[src/rtl/vga_pkg.sv]
// rtl/vga_pkg.sv - shared plotter encodings, screen geometry, command type and sequencer states
package vga_pkg;

    typedef enum logic [3:0] {
        ST_A      = 4'd0,
        ST_B      = 4'd1,
        ST_C      = 4'd2,
        ST_D      = 4'd3,
        ST_E      = 4'd4,
        ST_B_WAIT = 4'd8
    } plotter_state_t;

    localparam int SCREEN_W = 320;
    localparam int SCREEN_H = 240;
    localparam int BOX_SIZE = 4;

    // Largest top-left corner that still keeps the whole box on screen.
    localparam logic [8:0] CLIP_X_MAX = 9'(SCREEN_W - BOX_SIZE);
    localparam logic [7:0] CLIP_Y_MAX = 8'(SCREEN_H - BOX_SIZE);

    typedef struct packed {
        logic [8:0] x;
        logic [7:0] y;
        logic [2:0] colour;
    } box_cmd_t;

    typedef enum logic [2:0] {
        S_IDLE,
        S_LOADX,
        S_GAP1,
        S_PLOT,
        S_RELEASE,
        S_WAIT
    } seq_state_t;

    function automatic box_cmd_t clip_cmd(input box_cmd_t c);
        box_cmd_t r;
        r = c;
        if (c.x > CLIP_X_MAX) r.x = CLIP_X_MAX;
        if (c.y > CLIP_Y_MAX) r.y = CLIP_Y_MAX;
        return r;
    endfunction

endpackage

[src/rtl/box_cmd_fifo.sv]
// rtl/box_cmd_fifo.sv - synchronous command FIFO with occupancy count and registered ready
module box_cmd_fifo
    import vga_pkg::*;
#(
    parameter int DEPTH = 4,
    localparam int AW = $clog2(DEPTH),
    localparam int CW = AW + 1
) (
    input  logic          iClock,
    input  logic          iResetn,
    input  logic          push,
    input  logic          pop,
    input  box_cmd_t      din,
    output box_cmd_t      dout,
    output logic [CW-1:0] count,
    output logic          ready
);

    localparam logic [CW-1:0] FULL = CW'(DEPTH);

    box_cmd_t          mem [DEPTH];
    logic [AW-1:0]     wr_ptr;
    logic [AW-1:0]     rd_ptr;
    logic [CW-1:0]     count_n;

    assign dout = mem[rd_ptr];

    // Next occupancy; a simultaneous push and pop leaves it unchanged.
    always_comb begin
        count_n = count;
        case ({push, pop})
            2'b10:   count_n = count + 1'b1;
            2'b01:   count_n = count - 1'b1;
            default: count_n = count;
        endcase
    end

    // Storage write; entries need no reset since the pointers define validity.
    always_ff @(posedge iClock) begin
        if (push) mem[wr_ptr] <= din;
    end

    // Pointers, count and ready; ready is held low during reset and rises one cycle after.
    always_ff @(posedge iClock) begin
        if (!iResetn) begin
            wr_ptr <= '0;
            rd_ptr <= '0;
            count  <= '0;
            ready  <= 1'b0;
        end else begin
            if (push) wr_ptr <= wr_ptr + 1'b1;
            if (pop)  rd_ptr <= rd_ptr + 1'b1;
            count <= count_n;
            ready <= (count_n < FULL);
        end
    end

endmodule

[src/rtl/box_cmd_sequencer.sv]
// rtl/box_cmd_sequencer.sv - queues box commands and replays them to the plotter; BOX_CLIP_EN clamps x/y at enqueue
module box_cmd_sequencer
    import vga_pkg::*;
#(
    parameter int DEPTH          = 4,
    parameter int HOLD_CYCLES    = 2,
    parameter int TIMEOUT_CYCLES = 64
) (
    input  logic                     iClock,
    input  logic                     iResetn,
    input  logic                     iCmdValid,
    output logic                     oCmdReady,
    input  logic [8:0]               iCmdX,
    input  logic [7:0]               iCmdY,
    input  logic [2:0]               iCmdColour,
    input  logic [3:0]               iPlotterState,
    output logic [8:0]               oXY_Coord,
    output logic                     oLoadX,
    output logic                     oPlotBox,
    output logic [2:0]               oColour,
    output logic                     oBusy,
    output logic [$clog2(DEPTH):0]   oCount,
    output logic                     oTimeout
);

    localparam int HW = $clog2(HOLD_CYCLES + 1);
    localparam int TW = $clog2(TIMEOUT_CYCLES + 1);
    localparam logic [HW-1:0] HOLD_LAST = HW'(HOLD_CYCLES - 1);
    localparam logic [TW-1:0] TMO_LAST  = TW'(TIMEOUT_CYCLES - 1);

    seq_state_t    state, state_n;
    box_cmd_t      raw_cmd, fifo_din, fifo_dout, cmd_q, cmd_n;
    logic          push, pop, fifo_ready, tmo_hit;
    logic [HW-1:0] hold_cnt;
    logic [TW-1:0] tmo_cnt;

    assign raw_cmd = '{x: iCmdX, y: iCmdY, colour: iCmdColour};
`ifdef BOX_CLIP_EN
    assign fifo_din = clip_cmd(raw_cmd);
`else
    assign fifo_din = raw_cmd;
`endif

    assign push      = iCmdValid && fifo_ready;
    assign oCmdReady = fifo_ready;
    assign oBusy     = (state != S_IDLE) || (oCount != '0);
    assign cmd_n     = pop ? fifo_dout : cmd_q;

    box_cmd_fifo #(.DEPTH(DEPTH)) u_fifo (
        .iClock  (iClock),
        .iResetn (iResetn),
        .push    (push),
        .pop     (pop),
        .din     (fifo_din),
        .dout    (fifo_dout),
        .count   (oCount),
        .ready   (fifo_ready)
    );

    // Next-state: pulse load-X, wait for plotter, pulse plot, wait for it to finish; waits are bounded.
    always_comb begin
        state_n = state;
        pop     = 1'b0;
        tmo_hit = 1'b0;
        case (state)
            S_IDLE: begin
                if (oCount != '0) begin
                    pop     = 1'b1;
                    state_n = S_LOADX;
                end
            end
            S_LOADX: begin
                if (hold_cnt == HOLD_LAST) state_n = S_GAP1;
            end
            S_GAP1: begin
                if (tmo_cnt == TMO_LAST) begin
                    tmo_hit = 1'b1;
                    state_n = S_IDLE;
                end else if (iPlotterState == ST_B_WAIT) begin
                    state_n = S_PLOT;
                end
            end
            S_PLOT: begin
                if (hold_cnt == HOLD_LAST) state_n = S_RELEASE;
            end
            S_RELEASE: begin
                if (tmo_cnt == TMO_LAST) begin
                    tmo_hit = 1'b1;
                    state_n = S_IDLE;
                end else if (iPlotterState != ST_C && iPlotterState != ST_B_WAIT) begin
                    state_n = S_WAIT;
                end
            end
            S_WAIT: begin
                if (tmo_cnt == TMO_LAST) begin
                    tmo_hit = 1'b1;
                    state_n = S_IDLE;
                end else if (iPlotterState == ST_A) begin
                    state_n = S_IDLE;
                end
            end
            default: state_n = S_IDLE;
        endcase
    end

    // State, counters, command register and registered plotter outputs decoded from the next state.
    always_ff @(posedge iClock) begin
        if (!iResetn) begin
            state     <= S_IDLE;
            hold_cnt  <= '0;
            tmo_cnt   <= '0;
            cmd_q     <= '0;
            oLoadX    <= 1'b0;
            oPlotBox  <= 1'b0;
            oXY_Coord <= '0;
            oColour   <= '0;
            oTimeout  <= 1'b0;
        end else begin
            state <= state_n;
            cmd_q <= cmd_n;

            if (state_n == state && (state == S_LOADX || state == S_PLOT))
                hold_cnt <= hold_cnt + 1'b1;
            else
                hold_cnt <= '0;

            if (pop)
                tmo_cnt <= '0;
            else if (state == S_GAP1 || state == S_RELEASE || state == S_WAIT)
                tmo_cnt <= tmo_cnt + 1'b1;

            oLoadX   <= (state_n == S_LOADX);
            oPlotBox <= (state_n == S_PLOT);

            case (state_n)
                S_LOADX, S_GAP1: oXY_Coord <= cmd_n.x;
                S_PLOT, S_RELEASE, S_WAIT: begin
                    oXY_Coord <= {1'b0, cmd_n.y};
                    oColour   <= cmd_n.colour;
                end
                default: ;
            endcase

            if (tmo_hit) oTimeout <= 1'b1;
        end
    end

endmodule

[config.mk]
export PLATFORM = sky130hd
export DESIGN_NAME = box_cmd_sequencer
export DESIGN_NICKNAME = d
export VERILOG_FILES = /design/src/rtl/vga_pkg.sv /design/src/rtl/box_cmd_fifo.sv /design/src/rtl/box_cmd_sequencer.sv
export SDC_FILE = /design/constraint.sdc
export NUM_CORES = 1
export LEC_CHECK = 0
export CAP_MARGIN = 25
export CORE_MARGIN = 2
export CORE_UTILIZATION = 55
export DETAILED_ROUTE_END_ITERATION = 7
export GPL_TIMING_DRIVEN = 0
export PLACE_DENSITY = 0.75
export SYNTH_ARGS = -nofsm -noshare
export SYNTH_HDL_FRONTEND = slang
export SYNTH_SLANG_ARGS = --single-unit
[constraint.sdc]
create_clock -name iClock -period 4 [get_ports iClock]
set_clock_uncertainty 0.1 [all_clocks]
set_input_delay 0.8 -clock iClock [delete_from_list [all_inputs] [get_ports iClock]]
set_output_delay 0.8 -clock iClock [all_outputs]
set_load 0.05 [all_outputs]
# Word level (Yosys, flattened, before mapping)
# Memory sizes are Yosys's and may differ from the RTL's. A register that Yosys moved wholly into a read port is not among the register bits.
# Cells that the tools add are included.
# totals
reg_bits	55
output_inout_bits	20
wordCells	80
inputBits	27
mem_bits_rw	80
memories	1
# memory_table
memory	words	width	rd	rd_clocked_by_memory_dff	write_ports	line_no	text
u_fifo.mem	4	20	1	1	1	box_cmd_fifo.sv:21	box_cmd_t mem [DEPTH];
# op_classes
reduce_logical	17
bitwise	1
n_lt_le_gt_ge	1
addsub	6
n_mux	21
eq_ne	18
# ops
operator	n
two-way mux 3 bit	9
two-way mux 20 bit	1
case mux 3 bit (6 select lines)	1
case mux 9 bit (2 select lines)	1
== test 3 x 2 -> 1 bit, second input constant	4
== test 3 bit, second input constant	4
adder 7 x 1 -> 7 bit, second input constant	1
== test 7 x 6 -> 1 bit, second input constant	1
adder 2 x 1 -> 2 bit, second input constant	3
== test 3 x 1 -> 1 bit, second input constant	2
two-way mux 1 bit	6
case mux 3 bit (2 select lines)	1
nonzero test 3 bit	2
OR reduction 3 bit	2
== test 2 x 1 -> 1 bit, second input constant	2
== test 4 bit, second input constant	1
zero test 4 bit	1
logical OR 1 bit	4
two-way mux 2 bit	2
!= test 4 x 2 -> 1 bit, second input constant	1
!= test 4 bit, second input constant	1
OR reduction 2 bit	2
adder 3 x 1 -> 3 bit, second input constant	1
== test 3 bit	1
8 further kinds	10

# Depth between registers and ports, before layout
# Gate-level depths: netlist (run 1).
# depth
depth_word	8
mapped_depth	10
depth_no_buf	8

# Cells and area by module
# From an unflattened synthesis (run 1), not the netlist that was laid out.
# unflattened
cells_unflattened	359
hier_area_um2	5470.2
# by_module_without_submodules
module	cells_each	n_inst	area_each_um2
box_cmd_fifo	147	1	3349.5
box_cmd_sequencer	212	1	2120.8

# Worst setup path after synthesis (run 1)
# No wires, ideal clock.
# synth_timing
kind	register -> register
start	register u_fifo.count[0]
end	register u_fifo.ready
path_buffers	2
t_arrival_ns	2.247
setup_slack_ns	1.539
synth_period_minus_slack_ns	2.461
stages_incl_launch_ff	11
cell_sequence	dfxtp_1 nor3_1 nor2b_1 buf_6 buf_2 ha_1 fa_1 xnor2_1 nor2_1 xnor2_1 and2_1
# synth_via
elab_chain_len	6
word_cells_on_any_way	9
classes_between	2 x add/sub; 1 x order compare; 2 x eq/ne; 3 x mux; 1 x reduce/logical
# synth_rtl
item	line_no	text
from (decl)	box_cmd_fifo.sv:15	output logic [CW-1:0] count,
from (signal assigned)	box_cmd_fifo.sv:53	count <= count_n;
nonzero test 3 bit (*)	box_cmd_sequencer.sv:67	if (oCount != '0) begin
two-way mux 1 bit (*)	box_cmd_sequencer.sv:67	
two-way mux 1 bit (*)	box_cmd_sequencer.sv:65	case (state)
named net pop	box_cmd_sequencer.sv:33	logic push, pop, fifo_ready, tmo_hit;
== test 2 x 1 -> 1 bit / == test 2 bit (equally long branches)	box_cmd_fifo.sv:31	case ({push, pop})
case mux 3 bit (2 select lines) (*)	box_cmd_fifo.sv:31	
less-than comparator 3 bit (*)	box_cmd_fifo.sv:54	ready <= (count_n < FULL);
to (signal assigned)	box_cmd_fifo.sv:54	
to (decl)	box_cmd_fifo.sv:16	output logic ready
# Mark *: on every way through the listed nets, which the timed path passes. The rest lies on a longest branch.
# A chain may end at the register's enable or synchronous reset.

# Final worst setup path (run 1)
# layout_timing
start	register u_fifo.count[0]
end	output oBusy
# layout_via
elab_chain_len	2
# layout_rtl
item	line_no	text
nonzero test 3 bit	box_cmd_sequencer.sv:46	assign oBusy = (state != S_IDLE) || (oCount != '0);
logical OR 1 bit	box_cmd_sequencer.sv:46	
to (decl)	box_cmd_sequencer.sv:21	output logic oBusy,
# Every way passes these cells.

==> impl_results.md, run 1 <==
- Status: finished clean
- Global placement routability congestion: 0.8133
- Multi-input logic area: 1677 um2
- Clock latency on the worst-skew pair: 510 ps
- Post-cts repair resize count: 0
- Antenna cells: 0
- Initial drt markers: 102
- Syn Inst Count: 344
- Cell with the most instances after synthesis: edfxtp_1
- Port bufs: 46
- Layout area overhead: 23.46%
- Core region area: 9328 um2
- Initial antenna violation count: 0
- CTS H-Tree Depth: 4
- Cell area power density: 734.8 nW/um2
- GR Overflow Total: 0
- Async S/R FF share, synth: 0%
- YS warnings: 0
- Pre-CTS setup slack: 934.9 ps
- TritonCTS Buffers: 17
- Data arrival, critical path: 1960 ps
- Final wirelength: 9.707 mm
- Syn Nets: 379
- TNS Setup: 0 ps
- Filler cells: 641
- Worst hold start: hold_cnt[0]
- Crit-path leading delay family: buffers and inverters
- Placed Cells: 523
- Achievable frequency: 349.5 MHz
- Number of synthesized flops with an enable pin: 80
- Root Buffer: clkbuf_8
- CTS Buffer Depth: 2
- Die area: 10510 um2
- Hold path cells: 1
- Setup violators final: 0
- First-pass DRT Iterations: 5
- Slowest stage delay, CP: 710 ps
- RR Startpoint: tmo_cnt[0]
- Wirelength per Cell: 17.49 um
- Hold Fails Final Rpt: 0
- Critical Path Sink Type: output port
- Number of distinct library cells after synthesis: 41
- Io pins: 47
- Min Tclk post-route: 2861 ps
- Yosys top cell by area: edfxtp_1
- Part of the cycle the worst path needs: 71.52%
- Hold EP: hold_cnt[0]
- Detail Placement HPWL: 6.517 mm
- Worst path required time: 3100 ps
- Fin util: 70.65%
- Crit path max fanout: 4
- Via count: 2968
- CP bufs+invs: 1
- Peak supply drop: 451.3 uV
- Post-Layout Cell Count: 555
- Yosys top cell area share: 45.01%
- Unrepaired setup endpoints after global routing: no
- Top post-synthesis cells by area: edfxtp_1, dfxtp_1, mux4_2
- Vias in the first global route: 3187
- TritonCTS clock tree: built
- Largest net degree at the start of global routing: 17
- Mean area per synthesized cell: 15.52 um2
- Initial Utilization: 57.22%
- Die height: 102.5 um
- Worst-margin pin slew: 795.3 ps
- Most frequent cells after synthesis: edfxtp_1, dfxtp_1, and2_1, mux2_2, mux4_2
- Routed Antenna Nets: 0
- FF-to-FF setup slack: 1520 ps
- Pins Over Slew Limit: 0
- Slew headroom: 46.62%
- Die width: 102.5 um
- Row Count: 35
- R2R Path End: oXY_Coord[2]
- Post-CTS Hold Fix Bufs: 0
- Worst hold path class: flop to flop
- Setup WS post-layout: 1139 ps
- Postcts setup bufs: 0
- Post-synthesis cell area: 5338 um2
- Reg clk slew, reported paths: 60 ps
- Crit-path cells: nor3_1, nand2_1, clkdlybuf4s50_1
- Nets: 448
- Fraction of layout cells with a size suffix above 1: 19.95%
- Seq cells post-synth: 137
- CP max stage cell: clkdlybuf4s50_1
- Crit path launch type: flop
- Seq/Total Area, Yosys: 66.39%
- GRT Total Usage: 20.66%
- CTS sink count: 137
- Main flop type after synthesis: edfxtp_1
- Avg Vias per Cell: 5.348
- Kind of critical path: flop to output port
- Leak: 0.002387 uW
- FF/Latch Area: 3543 um2
- First-pass GRT wire length: 15.64 mm
- DRC viols: 0
- Maxcap violations: 0
- R2r worst-path depth: 6
[cells in the final DEF (no fill, tap or decap), drive strengths merged, types with 2 or more instances in the layout]
cell	instances
a21oi	2
and3	5
xor2	9
clkinvlp	3
buf	10
ha	7
and2	28
nor3b	2
clkdlybuf4s50	46
clkbuf	24
nand2	12
mux2	20
nand3	2
inv	23
mux4	20
xnor2	5
nor2	14
nor3	4
dfxtp	57
nand4	3
nand2b	2
o21ai	4
edfxtp	80
mux2i	13
o22ai	8
nor2b	9
[worst max-delay path by stage]
stage	start	endpoint	slack, ps	depth (start not counted)
2_1_floorplan	u_fifo.count[0]	u_fifo.ready	1540	10
3_3_place_gp	iPlotterState[1]	oXY_Coord[3]	1040	6
3_5_place_dp	iPlotterState[1]	oXY_Coord[4]	930	6
4_1_cts	u_fifo.count[0]	oBusy	1120	3
5_1_grt	u_fifo.count[0]	oBusy	1010	3
6_report	u_fifo.count[0]	oBusy	1140	3
[metal layers]
metal / global-route usage (%) / vias up / routed length, um
met4: 6.769 / 0 / 119
met3: 6.305 / 9 / 347
met2: 36.00 / 57 / 5206
met5: 0 / - / 0
li1: - / 1407 / -
met1: 24.63 / 1495 / 4034
[worst reg2reg max path, delay by kind of cell (launching register included)]
family                   cells  cell delay [ps]
AO/OA/AOI/OAI                3             1280
flip-flops                   1              370
AND/OR/NAND/NOR              2              330
adder cells (fa/ha/maj)      1              230
[per-stage QoR]
step                area (um2)  hold WS [ps]  total power [uW]
global route              6590         362.2              5076
detailed placement        6020         324.1              3388
CTS                       6590         333.3              4889
global placement          5959         305.4              3334
finish                    6590         328.8              4842
floorplan                 5338         297.8              2961
[report_power, final]
part	switching, uW	internal [uW]
sequential	100	1730
combinational	824	697
clock	636	854
[layout make-up]
| class | count | area share, % |
|---|---|---|
| buffer | 12 | 1.044 |
| clock buffer | 18 | 6.341 |
| clock inverter | 14 | 2.316 |
| inverter | 13 | 0.7405 |
| multi-input combinational | 182 | 25.44 |
| sequential | 137 | 53.77 |
| tap | 129 | 2.449 |
| timing repair buffer | 50 | 7.898 |
[registers in the layout, indices dropped and copies added, names as in the netlist, named ones only]
register       cells
u_fifo.wr_ptr      2
oTimeout           1
oXY_Coord          9
u_fifo.count       3
oColour            3
oPlotBox           1
oLoadX             1
u_fifo.ready       1
u_fifo.rd_ptr      2
hold_cnt           2
state              3
tmo_cnt            7
cmd_q             20
u_fifo.mem        80
[kinds of logic after synthesis]
| group | after synthesis | synth area share, % |
|---|---|---|
| buf+inv | 25 | 2.203 |
| flops | 137 | 66.39 |
| fa+ha+maj | 8 | 2.016 |
| compound gates | 20 | 2.860 |
| xor+xnor | 14 | 2.297 |
| simple gates | 87 | 9.142 |
| mux | 53 | 15.10 |
Power figures use the tool's default switching activity.
==> inputs of run 2 (changes only) <==
Clock period 4 ns to 2.7 ns, I/O delays scaled along.
==> impl_results.md, run 2 (synthesized netlist as in run 1, its figures left out) <==
- Unrepaired setup endpoints after global routing: no
- Vias in the first global route: 3187 (unchanged)
- R2r worst-path depth: 6 (unchanged)
- Most frequent cells in the layout: edfxtp_1, dfxtp_1, clkdlybuf4s50_1
- Slew headroom: 46.68% (+0.058 points)
- Status: finished clean
- GRT Total Usage: 20.66% (unchanged)
- Die height: 102.5 um (unchanged)
- Internal Power: 4861 uW (+48%)
- Leak: 0.002397 uW (+0.39%)
- Met1 Usage GRT: 24.63% (unchanged)
- Peak supply drop: 665.0 uV (+47%)
- Reg clk slew, reported paths: 60 ps (about the same)
- Maxcap violations: 0 (unchanged)
- Routed Antenna Nets: 0 (unchanged)
- Pre-CTS setup slack: -105.1 ps (-1040 ps)
- Post-CTS Hold Fix Bufs: 0 (unchanged)
- R2R Path End: oXY_Coord[2]
- Detail Placement HPWL: 6.517 mm (unchanged)
- Via count: 2970 (+0.067%)
- RR Startpoint: tmo_cnt[0]
- Largest net degree at the start of global routing: 17 (unchanged)
- Die area: 10510 um2 (unchanged)
- Pins Over Slew Limit: 0 (unchanged)
- Fraction of layout cells with a size suffix above 1: 19.95% (unchanged)
- Setup violators final: 0 (unchanged)
- Min Tclk post-route: 2479 ps
- Biggest register: u_fifo.mem
- Critical Path Sink Type: flop
- Part of the cycle the worst path needs: 91.80%
- GR Overflow Total: 0 (unchanged)
- First-pass DRT Iterations: 5 (unchanged)
- Switching power: 2312 uW (+48%)
- Met2 GRT Util: 36.00% (unchanged)
- Comb pwr share: 31.4% (about the same)
- Hold Fails Final Rpt: 0 (unchanged)
- Data arrival, critical path: 2730 ps (+770 ps)
- Cell area power density: 1088 nW/um2 (+48%)
- Die width: 102.5 um (unchanged)
- Initial antenna violation count: 0 (unchanged)
- Worst hold path class: flop to flop
- Most common cell after layout, fill and taps aside: edfxtp_1
- Switching Share: 32.23% (about the same)
- Nets: 448 (unchanged)
- Row Count: 35 (unchanged)
- Core region area: 9328 um2 (unchanged)
- Share of power burned in the clock network: 30.8% (about the same)
- Avg Vias per Cell: 5.351 (about the same)
- CP startpoint: tmo_cnt[0]
- Worst path required time: 2950 ps (-150 ps)
- Max FFs per register: 80 (unchanged)
- CTS Buffer Depth: 2 (unchanged)
- Met3 usage: 6.305% (unchanged)
- Layout area overhead: 23.51% (about the same)
- Global placement routability congestion: 0.8133 (unchanged)
- Sequential share of power: 37.8% (about the same)
- Global routing's busiest layer: met2
- Initial Utilization: 57.22% (unchanged)
- Antenna cells: 0 (unchanged)
- Biggest regs: u_fifo.mem (80), cmd_q (20), oXY_Coord (9)
- Crit path launch type: flop
- CTS H-Tree Depth: 4 (unchanged)
- Root Buffer: clkbuf_8
- TritonCTS clock tree: built
- Io pins: 47 (unchanged)
- Worst-margin pin slew: 794.5 ps (-0.8620 ps)
- Crit path max fanout: 8 (+4)
- Wirelength per Cell: 17.52 um (+0.16%)
- CTS sink count: 137 (unchanged)
- Achievable frequency: 403.4 MHz
- Final wirelength: 9.723 mm (+0.16%)
- TritonCTS Buffers: 17 (unchanged)
- Kind of critical path: flop to flop
- Initial drt markers: 102 (unchanged)
- Filler cells: 641 (unchanged)
- DRC viols: 0 (unchanged)
- First-pass GRT wire length: 15.64 mm (unchanged)
- FF-to-FF setup slack: 220 ps (-1300 ps)
- Crit path to: oXY_Coord[2]
- Port bufs: 46 (unchanged)
- Setup WS post-layout: 221.4 ps (-917.8 ps)
- Clock latency on the worst-skew pair: 510 ps (about the same)
- Hold WS: 328.8 ps (unchanged)
run 2: how the worst min path moves through the flow:
stage	startpoint	endpoint	slack, ps	cells after the start
2_1_floorplan	hold_cnt[0]	hold_cnt[0]	300	1
3_3_place_gp	hold_cnt[0]	hold_cnt[0]	310	1
3_5_place_dp	hold_cnt[0]	hold_cnt[0]	320	1
4_1_cts	hold_cnt[0]	hold_cnt[0]	330	1
5_1_grt	hold_cnt[0]	hold_cnt[0]	360	1
6_report	hold_cnt[0]	hold_cnt[0]	330	1
run 2: power groups by stage:
stage | combinational [uW] | clock, uW | sequential (uW)
floorplan | 1360 | 0 | 3020
global placement | 2200 | 0 | 2740
detailed placement | 2260 | 0 | 2760
CTS | 2280 | 2250 | 2720
global route | 2420 | 2350 | 2750
finish | 2250 | 2210 | 2710
run 2: worst max-delay path, stage by stage (launching register included):
cell and delay [ps]:
dfxtp_1 370, ha_1 230, nor2b_1 240, nand2_1 90, a311o_4 430, o21ai_1 650, o22ai_1 200
run 2: timing repair:
action / CTS / global route
resized for setup: 0 / 1
endpoints found under the setup margin: 0 / 1
buffers inserted: 0 / 0
run 2: through the flow:
| stage | area [um2] | utilization, % | std cells | total power [uW] | setup TNS, ps |
|---|---|---|---|---|---|
| floorplan | 5338 | - | 344 | 4387 | 0 |
| global placement | 5959 | 63.89 | 519 | 4939 | 0 |
| detailed placement | 6020 | 64.53 | 523 | 5019 | -757.8 |
| CTS | 6590 | 70.65 | 555 | 7243 | 0 |
| global route | 6593 | 70.68 | 555 | 7518 | 0 |
| finish | 6593 | 70.68 | 555 | 7174 | 0 |
run 2: layer usage:
layer  share of wire [%]  vias to the layer above
met4                 1.2                        0
li1                    -                     1407
met1                  42                     1499
met2                  54                       55
met5                   0                        -
met3                 3.4                        9
run 2: area by class of cell:
cell class | instances | area, um2 | share of cell area, %
multi-input combinational | 182 | 1677 | 25.43
clock inverter | 14 | 152.6 | 2.315
clock buffer | 18 | 417.9 | 6.339
tap | 129 | 161.4 | 2.448
timing repair buffer | 50 | 523.0 | 7.933
sequential | 137 | 3543 | 53.75
buffer | 12 | 68.82 | 1.044
inverter | 13 | 48.80 | 0.7402
